**src/rtl/msrv32_wb_unit.sv**
```systemverilog
// Write-back unit: selects the register-file write source and waits for load data.
// Optional load timeout is enabled by defining MSRV32_WB_LOAD_TIMEOUT_EN.
module msrv32_wb_unit (
  input  logic        ms_riscv32_mp_clk_in,
  input  logic        ms_riscv32_mp_rst_in,
  input  logic        valid_in,
  input  logic        wr_en_in,
  input  logic [4:0]  rd_addr_in,
  input  logic [2:0]  wb_mux_sel_in,
  input  logic [31:0] alu_result_in,
  input  logic [31:0] imm_in,
  input  logic [31:0] pc_plus_4_in,
  input  logic [31:0] csr_data_in,
  input  logic [1:0]  load_size_in,
  input  logic        load_unsigned_in,
  input  logic [31:0] ms_riscv32_mp_dmdata_in,
  input  logic        ms_riscv32_mp_dmdata_valid_in,
  output logic        stall_out,
  output logic        rf_wr_en_out,
  output logic [4:0]  rf_rd_addr_out,
  output logic [31:0] rf_rd_out,
  output logic        load_misaligned_out,
  output logic        load_fault_out
);

  typedef enum logic {StIdle, StWaitLoad} state_e;

  state_e      state_q;
  logic        rf_wr_en_q;
  logic [4:0]  rf_rd_addr_q;
  logic [31:0] rf_rd_q;
  logic        misaligned_q;
  logic [4:0]  ld_rd_q;
  logic [1:0]  ld_off_q;
  logic [1:0]  ld_size_q;
  logic        ld_uns_q;

  logic [31:0] src_data;
  logic [31:0] load_data;
  logic        is_load;
  logic        misaligned;

  function automatic logic [31:0] align_load(input logic [31:0] word, input logic [1:0] off,
                                             input logic [1:0] size, input logic uns);
    logic [7:0]  b;
    logic [15:0] h;
    logic [31:0] res;
    case (off)
      2'd0:    b = word[7:0];
      2'd1:    b = word[15:8];
      2'd2:    b = word[23:16];
      default: b = word[31:24];
    endcase
    h = off[1] ? word[31:16] : word[15:0];
    case (size)
      2'b00:   res = {{24{~uns & b[7]}}, b};
      2'b01:   res = {{16{~uns & h[15]}}, h};
      default: res = word;
    endcase
    return res;
  endfunction

  always_comb begin
    src_data = alu_result_in;
    case (wb_mux_sel_in)
      3'b010:  src_data = imm_in;
      3'b011:  src_data = pc_plus_4_in;
      3'b100:  src_data = csr_data_in;
      default: src_data = alu_result_in;
    endcase
  end

  assign is_load    = (wb_mux_sel_in == 3'b001);
  // Bytes are always aligned; halves need an even offset; words need offset 0.
  assign misaligned = ((load_size_in == 2'b01) && alu_result_in[0]) ||
                      (load_size_in[1] && (alu_result_in[1:0] != 2'b00));
  assign load_data  = align_load(ms_riscv32_mp_dmdata_in, ld_off_q, ld_size_q, ld_uns_q);

  assign stall_out           = (state_q == StWaitLoad);
  assign rf_wr_en_out        = rf_wr_en_q;
  assign rf_rd_addr_out      = rf_rd_addr_q;
  assign rf_rd_out           = rf_rd_q;
  assign load_misaligned_out = misaligned_q;

`ifdef MSRV32_WB_LOAD_TIMEOUT_EN
  logic [3:0] tmo_cnt_q;
  logic       fault_q;
  assign load_fault_out = fault_q;
`else
  assign load_fault_out = 1'b0;
`endif

  always_ff @(posedge ms_riscv32_mp_clk_in) begin
    if (ms_riscv32_mp_rst_in) begin
      state_q      <= StIdle;
      rf_wr_en_q   <= 1'b0;
      rf_rd_addr_q <= 5'd0;
      rf_rd_q      <= 32'd0;
      misaligned_q <= 1'b0;
      ld_rd_q      <= 5'd0;
      ld_off_q     <= 2'd0;
      ld_size_q    <= 2'd0;
      ld_uns_q     <= 1'b0;
`ifdef MSRV32_WB_LOAD_TIMEOUT_EN
      tmo_cnt_q    <= 4'd0;
      fault_q      <= 1'b0;
`endif
    end else begin
      rf_wr_en_q   <= 1'b0;
      misaligned_q <= 1'b0;
`ifdef MSRV32_WB_LOAD_TIMEOUT_EN
      fault_q      <= 1'b0;
`endif
      case (state_q)
        StIdle: begin
          if (valid_in && wr_en_in) begin
            if (is_load) begin
              if (misaligned) begin
                misaligned_q <= 1'b1;
              end else begin
                state_q   <= StWaitLoad;
                ld_rd_q   <= rd_addr_in;
                ld_off_q  <= alu_result_in[1:0];
                ld_size_q <= load_size_in;
                ld_uns_q  <= load_unsigned_in;
`ifdef MSRV32_WB_LOAD_TIMEOUT_EN
                tmo_cnt_q <= 4'd0;
`endif
              end
            end else if (rd_addr_in != 5'd0) begin
              rf_wr_en_q   <= 1'b1;
              rf_rd_addr_q <= rd_addr_in;
              rf_rd_q      <= src_data;
            end
          end
        end
        StWaitLoad: begin
          // Data arriving on the last permitted cycle wins over the timeout.
          if (ms_riscv32_mp_dmdata_valid_in) begin
            state_q <= StIdle;
            if (ld_rd_q != 5'd0) begin
              rf_wr_en_q   <= 1'b1;
              rf_rd_addr_q <= ld_rd_q;
              rf_rd_q      <= load_data;
            end
`ifdef MSRV32_WB_LOAD_TIMEOUT_EN
            tmo_cnt_q <= 4'd0;
          end else if (tmo_cnt_q == 4'd15) begin
            state_q   <= StIdle;
            fault_q   <= 1'b1;
            tmo_cnt_q <= 4'd0;
          end else begin
            tmo_cnt_q <= tmo_cnt_q + 4'd1;
`endif
          end
        end
      endcase
    end
  end

endmodule

```
**config.mk**
```make
export PLATFORM = sky130hd
export DESIGN_NAME = msrv32_wb_unit
export DESIGN_NICKNAME = d
export VERILOG_FILES = /design/src/rtl/msrv32_wb_unit.sv
export SDC_FILE = /design/constraint.sdc
export NUM_CORES = 1
export LEC_CHECK = 0
export CAP_MARGIN = 10
export CORE_AREA = 3 3 93 95
export CTS_CLUSTER_SIZE = 8
export DETAILED_ROUTE_END_ITERATION = 8
export DIE_AREA = 0 0 96 98
export DONT_BUFFER_PORTS = 1
export SLEW_MARGIN = 20
export SYNTH_ARGS = -nofsm -noshare
export SYNTH_HDL_FRONTEND = slang
export SYNTH_SLANG_ARGS = --single-unit
```
**constraint.sdc**
```tcl
create_clock -name ms_riscv32_mp_clk_in -period 2.4 [get_ports ms_riscv32_mp_clk_in]
set_clock_uncertainty 0.1 [all_clocks]
set_input_delay 0.48 -clock ms_riscv32_mp_clk_in [delete_from_list [all_inputs] [get_ports ms_riscv32_mp_clk_in]]
set_output_delay 0.48 -clock ms_riscv32_mp_clk_in [all_outputs]
set_load 0.1 [all_outputs]
```
[Word-level counts from Yosys, hierarchy flattened]
Cells that the tools add are included.
Storage, ports and cells
  flip-flop bits (word level): 50
  bits of input ports: 176
  output and inout port bits: 41
Cells by class
  eq/ne operators: 13
  muxes and demuxes: 28
  bitwise gates (word level): 7
  reductions and logical operators: 12
Operators by type and width (number)
  32-bit 2-to-1 mux: 5
  32-bit one-hot mux with 2 select lines: 2
  32-bit one-hot mux with 3 select lines: 1
  5-bit 2-to-1 mux: 5
  8-bit one-hot mux with 3 select lines: 1
  16-bit 2-to-1 mux: 1
  1-bit 2-to-1 mux: 10
  5-bit one-hot mux with 2 select lines: 1
  5-bit nonzero test: 2
  2-bit inequality test, second input constant: 4
  2-bit by 1-bit == test with 1-bit output, second input constant: 3
  3-bit by 2-bit == test with 1-bit output, second input constant: 2
  1-bit NOT: 5
  5-bit AND reduction: 1
  2-bit logical NOT: 2
  1-bit one-hot mux with 2 select lines: 2
  4-bit AND reduction: 1
  4-bit OR reduction: 1
  3-bit by 1-bit == test with 1-bit output, second input constant: 1
  3-bit == test, second input constant: 1
  1-bit logical AND: 3
  1-bit bitwise AND: 2
  2-bit == test, second input constant: 1
  2-bit by 1-bit inequality test with 1-bit output, second input constant: 1
  2 further kinds: 2

[Logic depth before layout (Yosys ltp)]
Gate-level depths: netlist of the first run.
  word-level depth: 7
  gate-level depth with buffers: 7
  gate-level depth less buffers: 4

[Worst setup path after synthesis of the first run]
Ideal clock, no wire load.
  path type: register to register
  start point: reg state_q, in the netlist stall_out
  end point: reg rf_rd_q[1], in the netlist rf_rd_out[1]
  library setup time: 0.119 ns
  arrival: 2.050 ns
  required time: 2.181 ns
  slack: 0.131 ns
  stages on the path, launching flop included: 5
  buffers on the path: 2
  path through: dfxtp_1 > clkbuf_1 > clkbuf_1 > o2111ai_1 > a32o_1
On the way
  word-level cells in the longest chain between the ends: 3
Ends and longest elaborated chain
  start: declaration: RTL line 28  | state_e state_q;
  start signal: assignment: RTL line 95  | state_q <= StIdle;
  start signal: assignment: RTL line 121  | state_q <= StWaitLoad;
  start signal: assignment: RTL line 140  | state_q <= StIdle;
  1-bit NOT (no source line)
  2-bit inequality test (no source line)
  5-bit AND reduction (no source line)
  end signal: assignment: RTL line 133  | rf_rd_q <= src_data;
  end signal: assignment: RTL line 144  | rf_rd_q <= load_data;
  end: declaration: RTL line 31  | logic [31:0] rf_rd_q;
Several ways; a longest one is shown, not always the timed one.
A chain may end at the register's enable or synchronous reset.

[Worst setup path in the final report of the first run]
  start point: reg ld_rd_q[0]
  end point: reg rf_rd_q[23], in the netlist rf_rd_out[23]
On the way
  word-level cells in the longest chain between the ends: 3
Ends and longest elaborated chain
  start: declaration: RTL line 33  | logic [4:0] ld_rd_q;
  start signal: assignment: RTL line 122  | ld_rd_q <= rd_addr_in;
  5-bit nonzero test: RTL line 141  | if (ld_rd_q != 5'd0) begin
  2-bit by 1-bit inequality test with 1-bit output (no source line)
  5-bit AND reduction (no source line)
No other way between the ends.

==> results of run 1 <==
[through the flow]
| stage | worst slack (ns) | TNS, ns | hold slack (ns) |
|---|---|---|---|
| final | 0.370 | 0 | 0.124 |
| after global routing | 0.307 | 0 | 0.111 |
| after CTS | 0.207 | 0 | 0.121 |
| after detailed placement | -0.134 | -2.15 | 0.361 |
| after global placement | -0.0539 | -0.711 | 0.350 |
| after floorplan | 0.131 | 0 | 0.387 |
[flip-flops by register name (all words and copies together), names as in the netlist]
name	cells
rf_rd_addr_out	5
ld_uns_q	1
ld_rd_q	5
ld_size_q	2
stall_out	1
load_misaligned_out	1
ld_off_q	2
rf_rd_out	32
rf_wr_en_out	1
[kinds of logic after synthesis]
family          count (synthesis)
xor+xnor                        1
compound gates                193
mux                            30
simple gates                  112
other cells                     1
flops                          50
buf+inv                        52
[critical path: cells and delay by family (launching register included)]
family	cells	cell delay, ns
DFF	1	0.34
and+or+nand+nor	1	0.55
AOI/OAI and AO/OA	3	0.69
buffers and inverters	1	0.25
[cell type report]
cell class / instances / share of cell area
multi-input combinational: 337 / 0.602
timing repair buffer: 56 / 0.104
tap: 102 / 0.0306
clock inverter: 2 / 0.00330
inverter: 2 / 0.00180
clock buffer: 6 / 0.0174
sequential: 50 / 0.241
[final timing paths]
kind | from | slack [ns] | to | depth (start not counted)
setup / recovery | ld_rd_q[0]$_SDFFE_PP0P_ | 0.37 | rf_rd_out[23]$_SDFFE_PP0P_ | 5
hold / removal | ms_riscv32_mp_rst_in | 0.12 | stall_out$_SDFF_PP0_ | 1
setup reg to reg | ld_rd_q[0]$_SDFFE_PP0P_ | 0.37 | rf_rd_out[23]$_SDFFE_PP0P_ | 5
hold reg to reg | rf_rd_out[18]$_SDFFE_PP0P_ | 0.38 | rf_rd_out[18]$_SDFFE_PP0P_ | 1
[per-layer routing]
layer,routed length (µm),GRT usage,share of wire,up-vias
met3,1540,0.0871,0.11,17
li1,-,-,-,1789
met1,5470,0.378,0.39,1834
met2,6740,0.445,0.48,205
met5,0,0,0,-
met4,195,0.0613,0.014,0
[power by group through the flow]
stage | clock (mW) | combinational [mW] | sequential (mW)
2_1_floorplan | 0 | 0.283 | 1.18
3_5_place_dp | 0 | 0.660 | 0.909
3_3_place_gp | 0 | 0.653 | 0.908
5_1_grt | 0.543 | 0.701 | 0.894
4_1_cts | 0.512 | 0.662 | 0.890
6_report | 0.504 | 0.664 | 0.891
[Yosys cell counts (4+ instances only)]
master,number
sky130_fd_sc_hd__a221o_1,17
sky130_fd_sc_hd__o2111ai_1,14
sky130_fd_sc_hd__nor3_1,12
sky130_fd_sc_hd__nand2_1,33
sky130_fd_sc_hd__o21bai_1,18
sky130_fd_sc_hd__nor2b_1,23
sky130_fd_sc_hd__o21ai_0,28
sky130_fd_sc_hd__o21ai_1,4
sky130_fd_sc_hd__a21oi_1,22
sky130_fd_sc_hd__mux2i_1,29
sky130_fd_sc_hd__buf_2,11
sky130_fd_sc_hd__o211ai_1,16
sky130_fd_sc_hd__buf_6,6
sky130_fd_sc_hd__a221oi_1,33
sky130_fd_sc_hd__nor2_1,11
sky130_fd_sc_hd__dfxtp_1,50
sky130_fd_sc_hd__clkbuf_1,28
sky130_fd_sc_hd__a32o_1,32
sky130_fd_sc_hd__and3b_1,17
==> results.sh, run 1 <==
export IMPL_status="finished, final reports clean"
export IMPL_layout_drive_gt1_share=0.168
export IMPL_postSynthCellCount=439
export IMPL_drt_initial_drc_count=309
export IMPL_synth_adder_area_share=0
export IMPL_startpoint_type="flip-flop"
export IMPL_place_gp_congestion=0.966
export IMPL_cts_htree_levels=2
export IMPL_critical_path_max_stage_delay_ns=0.55
export IMPL_clk_pin_slew_ns=0.09
export IMPL_dp_hpwl_mm=11.1
export IMPL_crit_slowest_cell="sky130_fd_sc_hd__or4_4"
export IMPL_combPwrFrac=0.323
export IMPL_synth_warnings=0
export IMPL_yosys_area_share_xor_xnor=0.00233
export IMPL_relSlewSlack=0.390
export IMPL_post_route_period_util=0.846
export IMPL_detailroute_via_count=3845
export IMPL_register_area_um2=1000
export IMPL_final_min_clock_period_ns=2.03
export IMPL_leakagePower_nw=1.57
export IMPL_switchingPower_uw=788
export IMPL_int_power_mw=1.27
export IMPL_post_synth_mux_area_share=0.0801
export IMPL_post_cts_resized=0
export IMPL_layout_core_utilization=0.534
export IMPL_drt_wirelength_per_cell_um=25.1
export IMPL_std_cell_rows=32
export IMPL_max_vdd_ir_drop_uv=330
export IMPL_post_synth_num_cell_types=45
export IMPL_maxClockFrequency_mhz=493
export IMPL_place_detailed_instances=547
export IMPL_async_reset_ff_frac=0
export IMPL_detail_route_first_pass_iterations=5
export IMPL_tritoncts_clock_tree="done"
export IMPL_synthDominantAreaCellType="sky130_fd_sc_hd__dfxtp_1"
export IMPL_fp_dieArea_um2=9410
export IMPL_grt_antenna_before_repair=0
export IMPL_pin_count_of_the_biggest_net_entering_global_routing=43
export IMPL_mostFrequentLayoutCells="sky130_fd_sc_hd__buf_4, sky130_fd_sc_hd__dfxtp_1, sky130_fd_sc_hd__nand2_1, sky130_fd_sc_hd__a221oi_1, sky130_fd_sc_hd__a32o_1"
export IMPL_crit_path_cell_trace="or4_4 -> o211ai_2 -> a21oi_2 -> buf_4 -> a32o_1"
export IMPL_multi_input_comb_area_um2=2510
export IMPL_drc_errors=0
export IMPL_die_h_um=98
export IMPL_worstPathArrival_ns=2.14
export IMPL_critPathKind="flip-flop to flip-flop"
export IMPL_timing_critical_path_fanout_max=33
export IMPL_final_common_cell="sky130_fd_sc_hd__buf_4"
export IMPL_first_global_vias=3508
export IMPL_design_final_nets=628
export IMPL_cts_max_path_buffers=2
export IMPL_share_clk_of_total_power=0.245
export IMPL_globalRouteOverflowTotal=0
export IMPL_p_sw_frac=0.383
export IMPL_total_power_mw=2.06
export IMPL_post_cts_hold_buffers=0
export IMPL_post_drt_via_cell_ratio=6.93
export IMPL_synth_enable_flop_cells=0
export IMPL_synthesis_area_um2=3760
export IMPL_detail_route_antenna_nets=0
export IMPL_synth_top_cells_by_area="sky130_fd_sc_hd__dfxtp_1, sky130_fd_sc_hd__a32o_1, sky130_fd_sc_hd__mux2i_1"
export IMPL_synthesis_nets=615
export IMPL_floorplan_core_area_um2=7810
export IMPL_design_portCount=217
export IMPL_grt_setup_unrepaired="no"
export IMPL_area_growth_synth_to_final_pct=10.8
export IMPL_insertedDiodeCount=0
export IMPL_drt_total_wl_mm=13.9
export IMPL_io_buffer_count=0
export IMPL_clock_sink_count=50
export IMPL_die_w_um=96
export IMPL_crit_end_element="flip-flop"
export IMPL_number_of_buffers_added_by_the_clock_tree_synthesis_step=5
export IMPL_worst_hold_check_path_type="input pin to flip-flop"
export IMPL_timing_critical_path_required_ns=2.51
export IMPL_tightest_slew_ns=0.913
export IMPL_grt_usage=0.282
export IMPL_hold_violations=0
export IMPL_seqPwrFrac=0.432
export IMPL_yosys_area_share_simple=0.173
export IMPL_postSynth_topFlopCell="sky130_fd_sc_hd__dfxtp_1"
export IMPL_start_util=0.482
export IMPL_grt_pass1_wl_mm=20.2
export IMPL_slew_violations=0
export IMPL_filler_cell_count=764
export IMPL_post_cts_setup_buffer_count=0
export IMPL_final_instance_count_excl_fill=555
export IMPL_fin_area_um2=4170
export IMPL_p_per_area_nw_per_um2=494
export IMPL_cap_viol_max_count=0
export IMPL_synth_top_area_share=0.266
export IMPL_synth_compound_area_frac=0.406
export IMPL_dominant_combinational_cell_family_by_area_after_synthesis="compound AO/OA/AOI/OAI gates"
export IMPL_synth_avg_cell_area_um2=8.57
export IMPL_yosys_register_bits=50
export IMPL_timing_final_setup_violations=0
export IMPL_placed_area_um2=4070
export IMPL_clk_insertion_delay_late_ns=0.31
export IMPL_cts_root_buffer="sky130_fd_sc_hd__clkbuf_8"
export IMPL_synth_seq_area_share=0.266
Note: power is estimated with default switching activity, not from simulation.
==> run 2: changes to the inputs <==
Clock period 2.4 ns to 1.6 ns, I/O delays scaled along.
==> results.sh, run 2 (synthesis results as in run 1) <==
export IMPL_holdCritStartpoint="ms_riscv32_mp_rst_in"
export IMPL_maxClockFrequency_mhz=541
export IMPL_std_cell_rows=32
export IMPL_grt_usage=0.299
export IMPL_place_gp_congestion=0.921
export IMPL_total_power_mw=3.22
export IMPL_timing_critical_path_fanout_max=8
export IMPL_cts_root_buffer="sky130_fd_sc_hd__clkbuf_8"
export IMPL_post_drt_via_cell_ratio=6.89
export IMPL_area_growth_synth_to_final_pct=24.0
export IMPL_reg2reg_slack_ns=-0.25
export IMPL_io_buffer_count=0
export IMPL_design_final_nets=660
export IMPL_floorplan_core_area_um2=7810
export IMPL_status="finished, violations left"
export IMPL_hold_path_cell_count=1
export IMPL_clk_pin_slew_ns=0.10
export IMPL_grt_setup_unrepaired="yes"
export IMPL_detail_route_first_pass_iterations=5
export IMPL_layout_core_utilization=0.598
export IMPL_startpoint_type="flip-flop"
export IMPL_tightest_slew_ns=0.504
export IMPL_detail_route_antenna_nets=0
export IMPL_globalRouteOverflowTotal=0
export IMPL_largest_reg_flops=32
export IMPL_p_sw_frac=0.378
export IMPL_tritoncts_clock_tree="done"
export IMPL_clk_insertion_delay_late_ns=0.31
export IMPL_drt_total_wl_mm=14.6
export IMPL_drt_initial_drc_count=289
export IMPL_grt_pass1_wl_mm=21.5
export IMPL_leakagePower_nw=1.77
export IMPL_timing_final_setup_violations=38
export IMPL_cap_viol_max_count=0
export IMPL_critPathKind="flip-flop to flip-flop"
export IMPL_dp_hpwl_mm=11.2
export IMPL_crit_end_element="flip-flop"
export IMPL_final_common_cell="sky130_fd_sc_hd__buf_4"
export IMPL_switchingPower_mw=1.22
export IMPL_regToRegEndpoint="rf_rd_out[31]$_SDFFE_PP0P_"
export IMPL_clock_sink_count=50
export IMPL_worst_hold_check_path_type="input pin to flip-flop"
export IMPL_timing_critical_path_required_ns=1.70
export IMPL_grt_antenna_before_repair=0
export IMPL_die_h_um=98
export IMPL_drc_errors=0
export IMPL_r2r_worst_path_cells=5
export IMPL_number_of_buffers_added_by_the_clock_tree_synthesis_step=5
export IMPL_share_clk_of_total_power=0.249
export IMPL_insertedDiodeCount=0
export IMPL_drt_wirelength_per_cell_um=24.8
export IMPL_hold_violations=16
export IMPL_rr_startpoint="ld_rd_q[0]$_SDFFE_PP0P_"
export IMPL_design_portCount=217
export IMPL_failed_checks="hold timing, setup timing"
export IMPL_combPwrFrac=0.338
export IMPL_die_w_um=96
export IMPL_final_min_clock_period_ns=1.85
export IMPL_timing_hold_worst_endpoint="rf_rd_addr_out[1]$_SDFFE_PP0P_"
export IMPL_layout_drive_gt1_share=0.243
export IMPL_relSlewSlack=0.661
export IMPL_max_vdd_ir_drop_uv=439
export IMPL_start_util=0.482
export IMPL_worstPathArrival_ns=1.95
export IMPL_int_power_mw=2.00
export IMPL_post_route_period_util=1.16
export IMPL_mostFrequentLayoutCells="sky130_fd_sc_hd__buf_4, sky130_fd_sc_hd__dfxtp_1, sky130_fd_sc_hd__nand2_1, sky130_fd_sc_hd__a32o_1, sky130_fd_sc_hd__mux2i_1"
export IMPL_cts_htree_levels=2
export IMPL_fp_dieArea_um2=9410
export IMPL_p_per_area_nw_per_um2=691
export IMPL_final_critical_path_setup_slack_ns=-0.249
export IMPL_detailroute_via_count=4043
export IMPL_cts_max_path_buffers=2
export IMPL_holdWs_ns=-0.0424
export IMPL_pin_count_of_the_biggest_net_entering_global_routing=52
export IMPL_first_global_vias=3862
export IMPL_slew_violations=0
export IMPL_seqPwrFrac=0.413
## run 2: changes by cell type in the layout (fill, tap and decap cells not counted), moves of 2 or more
cell,previous run,this run
sky130_fd_sc_hd__a221oi_1,33,27
sky130_fd_sc_hd__a21oi_4,0,4
sky130_fd_sc_hd__buf_12,1,10
sky130_fd_sc_hd__a221oi_2,0,5
sky130_fd_sc_hd__buf_6,0,2
sky130_fd_sc_hd__buf_4,55,72
## run 2: metal layers
metal,vias up,GRT usage,wire (µm)
met5,-,0,0
met4,0,0.0722,296
met3,20,0.0639,1280
met2,224,0.496,7230
met1,1938,0.391,5770
li1,1861,-,-
## run 2: layout make-up
type	instances	area [µm²]
tap	102	128
clock buffer	6	82.6
timing repair buffer	85	778
sequential	50	1010
fill	715	3140
inverter	2	7.51
multi-input combinational	340	2650
clock inverter	2	16.3
## run 2: critical path, stage by stage, from the launching register on
cell                       delay, ns
sky130_fd_sc_hd__dfxtp_2        0.33
sky130_fd_sc_hd__or4_4          0.56
sky130_fd_sc_hd__o211ai_4       0.22
sky130_fd_sc_hd__buf_12         0.17
sky130_fd_sc_hd__a21oi_4        0.11
sky130_fd_sc_hd__a32o_1         0.23
## run 2: power by group through the flow
| stage | combinational [mW] | sequential (mW) | clock (mW) |
|---|---|---|---|
| 2_1_floorplan | 0.440 | 1.77 | 0 |
| 3_3_place_gp | 1.04 | 1.36 | 0 |
| 3_5_place_dp | 1.06 | 1.36 | 0 |
| 4_1_cts | 1.07 | 1.33 | 0.814 |
| 5_1_grt | 1.14 | 1.34 | 0.855 |
| 6_report | 1.09 | 1.33 | 0.802 |
## run 2: metrics by stage
stage	hold WS, ns	TNS, ns	setup slack [ns]	instance area [µm²]	std cells
after floorplan	0.364	-5.82	-0.187	3830	439
after global placement	0.286	-12.14	-0.341	4370	573
after detailed placement	0.297	-13.87	-0.390	4370	573
after CTS	-0.0419	-7.88	-0.231	4590	585
after global routing	-0.0538	-10.79	-0.314	4670	587
final	-0.0424	-8.71	-0.249	4670	587
## run 2: what timing repair did
action	4_1_cts	5_1_grt
gates cloned	3	0
gates resized for setup	14	12
setup endpoints to repair	49	49
buffers inserted	1	2
endpoints found under the hold margin	16	17
pin swaps	5	5
## run 2: worst max path at each step
stage                       startpoint                         end  slack [ns]
2_1_floorplan         wb_mux_sel_in[1]  rf_rd_out[11]$_SDFFE_PP0P_       -0.19
3_3_place_gp          wb_mux_sel_in[0]  rf_rd_out[27]$_SDFFE_PP0P_       -0.34
3_5_place_dp      stall_out$_SDFF_PP0_  rf_rd_out[24]$_SDFFE_PP0P_       -0.39
4_1_cts        ld_rd_q[0]$_SDFFE_PP0P_   rf_rd_out[5]$_SDFFE_PP0P_       -0.23
5_1_grt        ld_rd_q[0]$_SDFFE_PP0P_  rf_rd_out[28]$_SDFFE_PP0P_       -0.31
6_report       ld_rd_q[0]$_SDFFE_PP0P_  rf_rd_out[31]$_SDFFE_PP0P_       -0.25
==> run 3: changes to the inputs <==
Settings changed: CORE_AREA 3 3 93 95 to 2 2 92 94, DIE_AREA 0 0 96 98 to 0 0 94 96.
==> results.sh, run 3 (synthesis results as in run 1) <==
export IMPL_clock_sink_count=50
export IMPL_drt_total_wl_mm=13.9
export IMPL_clk_pin_slew_ns=0.09
export IMPL_fp_dieArea_um2=9020
export IMPL_holdWs_ns=-0.0233
export IMPL_drt_initial_drc_count=422
export IMPL_insertedDiodeCount=0
export IMPL_die_h_um=96
export IMPL_grt_pass1_wl_mm=20.9
export IMPL_crit_end_element="flip-flop"
export IMPL_preCtsSetupSlack_ns=-0.387
export IMPL_io_buffer_count=0
export IMPL_cap_viol_max_count=0
export IMPL_largest_reg_flops=32
export IMPL_fin_area_um2=4600
export IMPL_placed_area_um2=4390
export IMPL_hold_violations=15
export IMPL_post_route_period_util=1.13
export IMPL_cts_htree_levels=2
export IMPL_post_drt_via_cell_ratio=6.71
export IMPL_leakagePower_nw=1.77
export IMPL_maxClockFrequency_mhz=552
export IMPL_drt_wirelength_per_cell_um=23.5
export IMPL_worstPathArrival_ns=1.96
export IMPL_timing_critical_path_fanout_max=32
export IMPL_worst_hold_check_path_type="input pin to flip-flop"
export IMPL_final_common_cell="sky130_fd_sc_hd__buf_4"
export IMPL_floorplan_core_area_um2=8050
export IMPL_path_delay_family="simple AND/OR/NAND/NOR gates"
export IMPL_grt_usage=0.302
export IMPL_timing_final_setup_violations=37
export IMPL_critPathKind="flip-flop to flip-flop"
export IMPL_number_of_buffers_added_by_the_clock_tree_synthesis_step=5
export IMPL_p_per_area_nw_per_um2=719
export IMPL_start_util=0.467
export IMPL_detail_route_first_pass_iterations=7
export IMPL_status="finished, violations left"
export IMPL_clk_insertion_delay_late_ns=0.30
export IMPL_cts_max_path_buffers=2
export IMPL_cts_root_buffer="sky130_fd_sc_hd__clkbuf_8"
export IMPL_first_global_vias=3805
export IMPL_final_instance_count_excl_fill=593
export IMPL_totalNegativeSetupSlack_ns=-7.16
export IMPL_detail_route_antenna_nets=0
export IMPL_critical_path_buf_inv_count=1
export IMPL_detailroute_via_count=3977
export IMPL_crit_slowest_cell="sky130_fd_sc_hd__or4_4"
export IMPL_crit_path_cell_trace="or4_4 -> o211a_4 -> nor3_4 -> buf_12 -> a32o_1"
export IMPL_final_critical_path_setup_slack_ns=-0.212
export IMPL_startpoint_type="flip-flop"
export IMPL_slew_violations=0
export IMPL_tightest_slew_ns=0.947
export IMPL_dp_hpwl_mm=10.7
export IMPL_layout_core_utilization=0.571
export IMPL_grt_antenna_before_repair=0
export IMPL_final_min_clock_period_ns=1.81
export IMPL_drc_errors=0
export IMPL_layout_drive_gt1_share=0.238
export IMPL_filler_cell_count=749
export IMPL_design_portCount=217
export IMPL_relSlewSlack=0.368
export IMPL_mostFrequentLayoutCells="sky130_fd_sc_hd__buf_4, sky130_fd_sc_hd__dfxtp_1, sky130_fd_sc_hd__nand2_1, sky130_fd_sc_hd__a221oi_1, sky130_fd_sc_hd__a32o_1"
export IMPL_place_detailed_instances=581
export IMPL_design_final_nets=663
export IMPL_grt_setup_unrepaired="yes"
export IMPL_area_growth_synth_to_final_pct=22.2
export IMPL_max_vdd_ir_drop_uv=562
export IMPL_globalRouteOverflowTotal=0
export IMPL_pin_count_of_the_biggest_net_entering_global_routing=65
export IMPL_total_power_mw=3.31
export IMPL_std_cell_rows=33
export IMPL_die_w_um=94
export IMPL_failed_checks="hold timing, setup timing"
export IMPL_critical_path_max_stage_delay_ns=0.56
export IMPL_tritoncts_clock_tree="done"
export IMPL_timing_critical_path_required_ns=1.75
export IMPL_place_gp_congestion=0.933
run 3: cell count changes in the layout (fill, tap and decap cells not counted), sizes merged:
cell | before | now
buf | 85 | 88
bufinv | 0 | 1
clkinvlp | 1 | 0
run 3: worst reg2reg max path, stage by stage, from the launching register on:
cell                      delay, ns
sky130_fd_sc_hd__dfxtp_1       0.33
sky130_fd_sc_hd__or4_4         0.56
sky130_fd_sc_hd__o211a_4       0.26
sky130_fd_sc_hd__nor3_4        0.15
sky130_fd_sc_hd__buf_12        0.21
sky130_fd_sc_hd__a32o_1        0.16
run 3: per-layer routing:
metal  share of wire  wire [µm]  track usage
met5               0          0            0
met4          0.0075        104       0.0278
met3           0.079       1100       0.0556
met2            0.50       6890        0.543
met1            0.42       5830        0.391
run 3: final timing paths:
kind	start	to	slack, ns	cells after the start
worst max-delay path	ld_rd_q[0]$_SDFFE_PP0P_	rf_rd_out[8]$_SDFFE_PP0P_	-0.21	5
worst min-delay path	ms_riscv32_mp_rst_in	rf_rd_addr_out[1]$_SDFFE_PP0P_	-0.02	1
worst max register to register	ld_rd_q[0]$_SDFFE_PP0P_	rf_rd_out[8]$_SDFFE_PP0P_	-0.21	5
worst min register to register	rf_rd_out[14]$_SDFFE_PP0P_	rf_rd_out[14]$_SDFFE_PP0P_	0.37	1
run 3: layout make-up:
cell class                      instances  area (µm²)  share of cell area
Inverter                                2        7.51             0.00163
Clock buffer                            6        72.6              0.0158
Sequential cell                        50        1010               0.219
Timing Repair Buffer                   88         738               0.161
Tap cell                              105         131              0.0286
Clock inverter                          2        36.3             0.00789
Multi-Input combinational cell        340        2610               0.567
run 3: repair_timing:
action                                 CTS  global route
buffers inserted                         1             0
resized for setup                        7             5
endpoints found under the hold margin   16            17
setup endpoints to repair               39            45
pin swaps                                3             4
gates cloned                             3             0
run 3: power by group:
group / internal (mW) / switching [mW]
sequential: 1.30 / 0.0321
combinational: 0.338 / 0.724
clock: 0.469 / 0.443
